$ cat src/rtl/aes_pkg.sv
// Shared AES datapath constants and the 128-bit block type.
package aes_pkg;

    localparam int AES_BLOCK_W       = 128;
    localparam int AES_WORD_W        = 32;
    localparam int AES_WORDS_PER_BLK = 4;

    typedef logic [AES_BLOCK_W-1:0] aes_blk_t;

    function automatic logic [AES_WORD_W-1:0] byte_rev(input logic [AES_WORD_W-1:0] w);
        return {w[7:0], w[15:8], w[23:16], w[31:24]};
    endfunction

endpackage

$ cat src/rtl/aes_blk_fifo.sv
// Block FIFO between the word packer and the AES core; push/pop are
// pre-qualified by the caller, clear is a synchronous flush.
module aes_blk_fifo
    import aes_pkg::*;
#(
    parameter int DEPTH = 2
) (
    input  logic                     clk,
    input  logic                     reset,
    input  logic                     clear,
    input  logic                     push,
    input  aes_blk_t                 push_data,
    input  logic                     pop,
    output aes_blk_t                 head,
    output logic [$clog2(DEPTH):0]   level
);

    localparam int AW = $clog2(DEPTH);

    aes_blk_t        mem [DEPTH];
    logic [AW-1:0]   wptr;
    logic [AW-1:0]   rptr;

    assign head = mem[rptr];

    always_ff @(posedge clk) begin
        if (push && !clear) begin
            mem[wptr] <= push_data;
        end
    end

    always_ff @(posedge clk or posedge reset) begin
        if (reset) begin
            wptr  <= '0;
            rptr  <= '0;
            level <= '0;
        end else if (clear) begin
            wptr  <= '0;
            rptr  <= '0;
            level <= '0;
        end else begin
            if (push) wptr <= wptr + 1'b1;
            if (pop)  rptr <= rptr + 1'b1;
            case ({push, pop})
                2'b10:   level <= level + 1'b1;
                2'b01:   level <= level - 1'b1;
                default: level <= level;
            endcase
        end
    end

endmodule

$ cat src/rtl/aes_din_pack.sv
// Packs a 32-bit word stream into 128-bit blocks and paces them into the AES core.
// Build option: AES_DIN_BYTE_SWAP_EN byte-reverses each word before packing.
module aes_din_pack
    import aes_pkg::*;
#(
    parameter int FIFO_DEPTH = 2
) (
    input  logic                          clk,
    input  logic                          reset,
    input  logic                          i_enable,
    input  logic                          i_clear,
    input  logic [AES_WORD_W-1:0]         i_word,
    input  logic                          i_word_valid,
    output logic                          o_word_ready,
    input  logic                          i_core_ready,
    input  logic                          i_key_ready,
    output aes_blk_t                      o_data,
    output logic                          o_data_valid,
    output logic [$clog2(FIFO_DEPTH):0]   o_level
);

    localparam int LW = $clog2(FIFO_DEPTH) + 1;
    localparam logic [LW-1:0] DEPTH_L = LW'(FIFO_DEPTH);

    logic [1:0]              wcnt;
    logic [AES_WORD_W*3-1:0] pack;
    logic [AES_WORD_W-1:0]   word_in;
    logic [LW-1:0]           level;
    logic                    issued_q;
    logic                    accept;
    logic                    push;
    logic                    issue;
    aes_blk_t                head;

`ifdef AES_DIN_BYTE_SWAP_EN
    assign word_in = byte_rev(i_word);
`else
    assign word_in = i_word;
`endif

    // Core ready lags one cycle, so the previous pulse blocks the next issue.
    assign issued_q     = o_data_valid;
    assign o_level      = level;
    assign o_word_ready = !i_clear && (wcnt != 2'd3 || level < DEPTH_L);
    assign accept       = i_enable && i_word_valid && o_word_ready;
    assign push         = accept && (wcnt == 2'd3);
    assign issue        = i_enable && !i_clear && (level != '0) &&
                          i_core_ready && i_key_ready && !issued_q;

    aes_blk_fifo #(.DEPTH(FIFO_DEPTH)) u_fifo (
        .clk       (clk),
        .reset     (reset),
        .clear     (i_enable && i_clear),
        .push      (push),
        .push_data ({pack, word_in}),
        .pop       (issue),
        .head      (head),
        .level     (level)
    );

    always_ff @(posedge clk or posedge reset) begin
        if (reset) begin
            wcnt         <= '0;
            pack         <= '0;
            o_data       <= '0;
            o_data_valid <= 1'b0;
        end else if (i_enable) begin
            if (i_clear) begin
                wcnt <= '0;
            end else if (accept) begin
                case (wcnt)
                    2'd0:    pack[95:64] <= word_in;
                    2'd1:    pack[63:32] <= word_in;
                    2'd2:    pack[31:0]  <= word_in;
                    default: pack        <= pack;
                endcase
                wcnt <= wcnt + 2'd1;
            end
            o_data_valid <= issue;
            if (issue) begin
                o_data <= head;
            end
        end
    end

endmodule

$ cat config.mk
export PLATFORM = sky130hd
export DESIGN_NAME = aes_din_pack
export DESIGN_NICKNAME = d
export VERILOG_FILES = /design/src/rtl/aes_pkg.sv /design/src/rtl/aes_blk_fifo.sv /design/src/rtl/aes_din_pack.sv
export SDC_FILE = /design/constraint.sdc
export NUM_CORES = 1
export LEC_CHECK = 0
export CAP_MARGIN = 20
export CORE_MARGIN = 8
export CORE_UTILIZATION = 34
export CTS_BUF_LIST = sky130_fd_sc_hd__clkbuf_16
export DETAILED_ROUTE_END_ITERATION = 6
export PLACE_DENSITY_LB_ADDON = 0.1
export SKIP_LAST_GASP = 1
export SLEW_MARGIN = 20
export SYNTH_ARGS = -nofsm -noshare
export SYNTH_HDL_FRONTEND = slang
export SYNTH_SLANG_ARGS = --single-unit
$ cat constraint.sdc
create_clock -name clk -period 7 [get_ports clk]
set_input_delay 1.05 -clock clk [delete_from_list [all_inputs] [get_ports clk]]
set_output_delay 1.05 -clock clk [all_outputs]
set_load 0.05 [all_outputs]
==> reports/qor.csv, run 1 <==
metric,value,unit
run status,"finished, final reports clean",
largest net degree at the start of global routing,137,
number of setup buffers added after CTS,0,
HPWL after DPL,21700,um
final instance area,22000,um2
"commonest non-fill, non-tap cell in the layout",mux2_2,
Total GRT Usage,0.126,
CTS tree,yes,
first-pass GRT wire length,58500,um
initial antenna violation count,1,
fmax,273,MHz
routed via count,8540,
Synth Area per Inst,19.5,um2
Post-Synth Simple-Gate Area,0.00516,
CTS resizes,0,
Synth Cell Area,17900,um2
clock root cell,clkbuf_16,
"Hold Vio Cnt, Final",0,
Routed Antenna Nets,0,
Critical Path Source Type,primary input,
Total Wirelength,37900,um
row count,84,
DRT Pass-1 Iters,4,
r2r setup slk,4.34,ns
Lkg Pwr,8.59,nW
die area,60400,um2
DIE HEIGHT,246,um
RSZ-0062 raised after global routing,false,
mux contribution to synthesized area,0.223,
drc violations,0,
layout cells sized above 1,0.344,
vias in the first global route,9336,
cell count after synthesis,920,
core region area,52300,um2
pwr dens,316,nW/um2
"Seq/Total Area, Yosys",0.750,
routed length per instance,20.5,um
period utilisation layout,0.523,
clock tree buffer depth,3,
number of I/O port buffers,170,
Initial Util,0.343,
Layout area overhead,22.5,%
layout net count,1163,
worst endpoint required time,5.95,ns
H-tree levels,2,
worst-margin pin slew,1.01,ns
Max Cap Viol,0,
worst path arrival time,2.61,ns
Placed Area,20400,um2
Ys Warns,0,
# setup viols final,0,
Cells after DPL,1752,
Min-Delay Path Class,reg -> reg,
Synth cell types,28,
Synth Net Count,964,
minimum clock period,3.66,ns
placer congestion estimate,0.675,
Post-Synth Adder-Cell Area,0.00349,
Setup Skew,0.0142,ns
Synth Area in Compound Gates,0.00321,
"Max FO, Critical Path",7,
most frequent cells in the layout,"mux2_2 (315), edfxtp_1 (256), dfrtp_1 (230)",
drt via density,4.61,
Num CTS Buffers,53,
"Reg clk slew, reported paths",0.06,ns
"Remaining Overflow, GRT",0,
Clock Sinks,487,
Max-Slew Margin vs Limit,0.325,
die width,246,um
Layout Cells excl Fill,1852,
Crit Path Class,in -> out,
# hold bufs at CTS,0,
worst-skew pair later-pin latency,0.59,ns
Synth Area in XOR/XNOR,0.000976,
IO Pins,171,
largest family of logic cells by synthesized area,multiplexers,
Pins Over Slew Limit,0,
crit path capture type,output port,
initial DRC count,309,
VDD IR max,0.161,mV
#FFs+latches synth,487,
==> stage by stage <==
step                setup slack [ns]  total power [W]  utilization  hold slack [ns]  TNS (ns)
global placement                2.94          0.00448        0.390            0.444         0
CTS                             3.30          0.00707        0.420            0.451         0
floorplan                     -0.414          0.00419            -            0.435   -106.08
finish                          3.34          0.00694        0.420            0.462         0
detailed placement              2.96          0.00451        0.390            0.452         0
global route                    3.29          0.00726        0.420            0.469         0
==> cell usage after synthesis <==
cell type,count,share of area
mux2_2,315,0.20
edfxtp_1,256,0.43
dfrtp_1,231,0.32
mux2_1,38,0.024
clkbuf_1,17,0.0036
buf_2,13,0.0036
buf_6,9,0.0056
ha_1,5,0.0035
inv_1,5,0.0010
nand2_1,5,0.0010
nor2_1,4,0.00084
and3_1,3,0.0010
a21oi_1,2,0.00056
mux2i_1,2,0.0011
o21ai_0,2,0.00056
a21boi_0,1,0.00042
a21boi_1,1,0.00042
a21o_1,1,0.00042
a22o_1,1,0.00049
buf_4,1,0.00042
nand2b_1,1,0.00035
nand4b_1,1,0.00049
nor2b_1,1,0.00035
nor4_2,1,0.00070
o22ai_1,1,0.00035
or3_1,1,0.00035
xnor2_1,1,0.00049
xor2_1,1,0.00049
==> path summary, 6_finish.rpt <==
| check | startpoint | end | cells after the start |
|---|---|---|---|
| setup / recovery | i_clear | o_word_ready | 3 |
| hold / removal | pack[2] | u_fifo.mem[1][34] | 0 |
| setup reg to reg | wcnt[0] | pack[29] | 5 |
| hold reg to reg | pack[2] | u_fifo.mem[1][34] | 0 |
| max in group asynchronous | reset | u_fifo.rptr | 3 |
| min in group asynchronous | reset | pack[20] | 2 |
==> registers in the layout, indices dropped and copies added (netlist names) <==
name and flops:
wcnt 2, u_fifo.level 2, u_fifo.mem 256, o_data_valid 1, u_fifo.rptr 1, pack 96, o_data 128, u_fifo.wptr 1
==> cell families after synthesis <==
group	Yosys count
AO/OA/AOI/OAI	9
multiplexers	355
XOR/XNOR	2
buffers and inverters	45
adder cells (fa/ha/maj)	5
flip-flops	487
AND/OR/NAND/NOR	17
==> area by class of cell <==
| cell class | instances | area [um2] |
|---|---|---|
| Timing Repair Buffer | 184 | 1820 |
| Sequential cell | 487 | 13500 |
| Clock buffer | 54 | 1350 |
| Tap cell | 688 | 861 |
| Inverter | 5 | 22.5 |
| Multi-Input combinational cell | 388 | 4250 |
| Antenna cell | 1 | 2.50 |
| Clock inverter | 45 | 216 |
| Fill cell | 4760 | 30300 |
==> metal layers <==
layer  up-vias  routed length [um]  GRT usage
li1       3861                   -          -
met1      4483               16600      0.159
met2       141               18600      0.209
met3        55                2050     0.0369
met4         0                 712     0.0334
met5         -                   0          0
==> report_power, final <==
group | leakage [nW] | total [W] | switching (W) | internal (W)
sequential | 5.36 | 0.00365 | 0.000199 | 0.00345
clock | 0.864 | 0.00251 | 0.00109 | 0.00142
combinational | 2.36 | 0.000788 | 0.000431 | 0.000357
total | 8.59 | 0.00694 | 0.00172 | 0.00523
==> worst max-delay path, stage by stage <==
cell             delay (ns)
clkdlybuf4s50_1        0.56
a21oi_1                0.19
clkdlybuf4s50_1        0.82
Note: power is estimated with default switching activity, not from simulation.
==> run 2: changes to the inputs <==
Clock period 7 ns to 3.5 ns, I/O delays scaled along.
==> run 2 against run 1 <==
Effect of this change: hold slack worse by 0.049 ns; setup slack worse by 2.7 ns; power up 100%; flip-flop and latch count unchanged; highest routed layer unchanged.
==> reports/qor.csv, run 2 (synthesis results as in run 1) <==
metric,value,unit
run status,"finished, final reports clean",
"Reg clk slew, reported paths",0.06,ns
first-pass GRT wire length,58900,um
RR Startpoint,wcnt[0],
clock root cell,clkbuf_16,
row count,84,
Clock Sinks,487,
number of I/O port buffers,170,
# setup viols final,0,
Total GRT Usage,0.127,
Lkg Pwr,8.63,nW
VDD IR max,0.368,mV
hold_ws,0.412,ns
Crit Path Class,reg -> out,
pwr dens,630,nW/um2
initial antenna violation count,0,
Routed Antenna Nets,0,
"Max FO, Critical Path",5,
routed length per instance,20.6,um
IO Pins,171,
# hold bufs at CTS,0,
DRT Pass-1 Iters,4,
Pins Over Slew Limit,0,
CTS tree,yes,
r2r endpoint,pack[8],
worst endpoint required time,2.97,ns
layout net count,1168,
initial DRC count,369,
Largest Register,u_fifo.mem,
Setup Skew,0.0189,ns
H-tree levels,2,
Initial Util,0.343,
worst path arrival time,2.37,ns
worst-margin pin slew,0.710,ns
drc violations,0,
fmax,346,MHz
Critical Path Source Type,flip-flop,
Num CTS Buffers,53,
largest registers,"u_fifo.mem (256), o_data (128), pack (96)",
period utilisation layout,0.826,
HPWL after DPL,22000,um
Largest register FFs,256,
final instance area,22200,um2
Tot Pwr,0.0140,W
worst-skew pair later-pin latency,0.60,ns
Placed Area,20600,um2
minimum clock period,2.89,ns
largest net degree at the start of global routing,103,
clock tree buffer depth,3,
worst reg-to-reg path cell count,5,
drt via density,4.64,
routed via count,8613,
die area,60400,um2
die width,246,um
Max Cap Viol,0,
vias in the first global route,9458,
core region area,52300,um2
Layout area overhead,23.6,%
r2r setup slk,1.27,ns
DIE HEIGHT,246,um
placer congestion estimate,0.679,
"Hold Vio Cnt, Final",0,
"Remaining Overflow, GRT",0,
crit path capture type,output port,
"commonest non-fill, non-tap cell in the layout",mux2_2,
CTS resizes,0,
Total Wirelength,38200,um
number of setup buffers added after CTS,0,
layout cells sized above 1,0.349,
RSZ-0062 raised after global routing,false,
Max-Slew Margin vs Limit,0.526,
Min-Delay Path Class,in -> async,
most frequent cells in the layout,"mux2_2 (315), edfxtp_1 (256), dfrtp_1 (230)",
==> run 2: where the power goes <==
group,internal [W],switching [W]
Combinational,0.000725,0.000864
Clock,0.00288,0.00220
Sequential,0.00690,0.000396
==> run 2: how the worst max path moves through the flow <==
stage,endpoint,slack [ns],start
6_report,o_word_ready,0.61,wcnt[0]
5_1_grt,o_word_ready,0.52,wcnt[0]
4_1_cts,o_word_ready,0.53,wcnt[0]
3_3_place_gp,u_fifo.mem[0][71],0.58,i_enable
3_5_place_dp,o_data[3],0.55,i_clear
2_1_floorplan,u_fifo.mem[0][0],-1.29,u_fifo.level[1]
==> run 2: cell type report <==
type | instances | area [um2]
antenna | 1 | 2.50
clock buffer | 53 | 1330
clock inverter | 45 | 260
fill | 4718 | 30200
inverter | 5 | 22.5
multi-input combinational | 388 | 4250
sequential | 487 | 13500
tap | 688 | 861
timing repair buffer | 189 | 1980
==> run 2: metrics by stage <==
stage / instances / worst slack [ns] / setup TNS [ns] / util
2_1_floorplan: 920 / -1.29 / -340.83 / -
3_3_place_gp: 1757 / 0.575 / 0 / 0.393
3_5_place_dp: 1757 / 0.554 / 0 / 0.393
4_1_cts: 1855 / 0.533 / 0 / 0.424
5_1_grt: 1855 / 0.516 / 0 / 0.424
6_report: 1856 / 0.607 / 0 / 0.424
==> run 2: critical path, cell delays in order, from the launching register on <==
cell and delay, ns:
dfrtp_1 0.43, ha_1 0.25, a21oi_1 0.24, clkdlybuf4s50_1 0.87
==> run 2: metal layers <==
| layer | global-route usage | vias to the layer above | share of wire | routed length [um] |
|---|---|---|---|---|
| met4 | 0.0348 | 0 | 0.018 | 698 |
| met2 | 0.214 | 146 | 0.50 | 19000 |
| met5 | 0 | - | 0 | 0 |
| met1 | 0.161 | 4533 | 0.44 | 16800 |
| li1 | - | 3874 | - | - |
| met3 | 0.0316 | 60 | 0.045 | 1710 |
==> run 3: changes to the inputs <==
Clock period 3.5 ns to 2.65 ns, I/O delays scaled along.
==> run 3 against run 2 <==
Effect of this change: critical path depth shrank 2; clock skew rose by 0.0074 ns; wire length fell by 0.92%; die area is the same; core utilization grew 0.46 points; critical path type unchanged; combinational power is 33% higher.
==> reports/qor.csv, run 3 (synthesis results as in run 1) <==
metric,value,unit
clock tree buffer depth,3,
"Reg clk slew, reported paths",0.06,ns
"Max FO, Critical Path",3,
Cells after DPL,1767,
DRT Pass-1 Iters,4,
hold_ws,0.143,ns
drt via density,4.56,
Setup Skew,0.0263,ns
worst-skew pair later-pin latency,0.60,ns
core region area,52300,um2
run status,"finished, final reports clean",
Num CTS Buffers,53,
first-pass GRT wire length,58800,um
"Hold Vio Cnt, Final",0,
VDD IR max,0.447,mV
most frequent cells in the layout,"mux2_2 (315), edfxtp_1 (256), dfrtp_1 (230)",
die area,60400,um2
Critical Path Source Type,flip-flop,
initial DRC count,343,
# hold bufs at CTS,0,
Min-Delay Path Class,in -> async,
Lkg Pwr,8.72,nW
sequential share of power,0.518,
row count,84,
placer congestion estimate,0.712,
clock power share,0.369,
IO Pins,171,
Total Wirelength,37900,um
drc violations,0,
Max stage delay on crit path,0.92,ns
Largest Register,u_fifo.mem,
Crit Path Class,reg -> out,
routed via count,8512,
worst path arrival time,1.94,ns
Layout Cells excl Fill,1867,
DIE HEIGHT,246,um
"commonest non-fill, non-tap cell in the layout",mux2_2,
NetSw,0.00460,W
largest net degree at the start of global routing,79,
Max-Slew Margin vs Limit,0.526,
Top delay family on crit path,buffers and inverters,
Buf/Inv on CP,1,
Routed Antenna Nets,0,
CP max-delay cell,clkdlybuf4s50_1,
fmax,427,MHz
Layout area overhead,24.9,%
ANT cells,0,
Pins Over Slew Limit,0,
initial antenna violation count,0,
"Remaining Overflow, GRT",0,
Total GRT Usage,0.127,
layout net count,1178,
largest registers,"u_fifo.mem (256), o_data (128), pack (96)",
fill cell count,4685,
worst endpoint required time,2.25,ns
Comb pwr share,0.114,
die width,246,um
CP cell instances,clkdlybuf4s50_1,
Tot Pwr,0.0186,W
HPWL after DPL,23000,um
clock root cell,clkbuf_16,
Clock Sinks,487,
layout cells sized above 1,0.356,
Initial Util,0.343,
crit path capture type,output port,
number of I/O port buffers,170,
routed length per instance,20.3,um
Max Cap Viol,0,
pwr dens,830,nW/um2
P_int,0.0140,W
worst-margin pin slew,0.709,ns
period utilisation layout,0.884,
vias in the first global route,9316,
number of setup buffers added after CTS,0,
switch share,0.247,
Largest register FFs,256,
CTS tree,yes,
CTS resizes,0,
RSZ-0062 raised after global routing,false,
minimum clock period,2.34,ns
H-tree levels,2,
# setup viols final,0,
[run 3: cell count changes in the layout (fill, tap and decap cells not counted), sizes merged]
cell           delta
clkdlybuf4s50     -1
clkinvlp          +2
buf              +11
clkinv            -1
bufinv            +1
diode             -1
[run 3: final timing paths]
path	start	endpoint	slack [ns]	depth (start not counted)
max	o_data_valid	o_data_valid	0.31	1
min reg2reg	pack[31]	u_fifo.mem[1][63]	0.45	0
max in group asynchronous	reset	pack[63]	1.79	3
max reg2reg	wcnt[0]	u_fifo.level[1]	0.56	5
min	reset	o_data[48]	0.14	2
min in group clk	pack[31]	u_fifo.mem[1][63]	0.45	0
[run 3: layer usage]
| metal | routed length, um | share of wire | track usage | vias up |
|---|---|---|---|---|
| li1 | - | - | - | 3891 |
| met1 | 16600 | 0.44 | 0.162 | 4425 |
| met2 | 18600 | 0.49 | 0.212 | 147 |
| met3 | 2030 | 0.054 | 0.0379 | 49 |
| met4 | 650 | 0.017 | 0.0310 | 0 |
| met5 | 0 | 0 | 0 | - |
[run 3: stage by stage]
| step | TNS, ns | cell area [um2] | util | setup WS [ns] |
|---|---|---|---|---|
| after floorplan | -376.36 | 18000 | - | -0.776 |
| after global placement | 0 | 20800 | 0.397 | 0.0648 |
| after detailed placement | 0 | 20800 | 0.397 | 0.00647 |
| after CTS | 0 | 22400 | 0.428 | 0.222 |
| after global routing | 0 | 22400 | 0.428 | 0.218 |
| final | 0 | 22400 | 0.428 | 0.308 |
[run 3: power groups by stage]
stage	clock network, W	logic [W]	registers, W
after global routing	0.00741	0.00226	0.00976
final	0.00685	0.00212	0.00962
after detailed placement	0	0.00216	0.00978
after CTS	0.00710	0.00217	0.00964
after floorplan	0	0.000809	0.0103
after global placement	0	0.00213	0.00972
[run 3: cell type report]
type	instances	area (um2)	share of cell area
clock inverters	47	304	0.0136
inverters	5	22.5	0.00100
multi-input cells	388	4250	0.190
repair buffers	199	2180	0.0972
flip-flops and latches	487	13500	0.601
clock buffers	53	1330	0.0592
well taps	688	861	0.0384
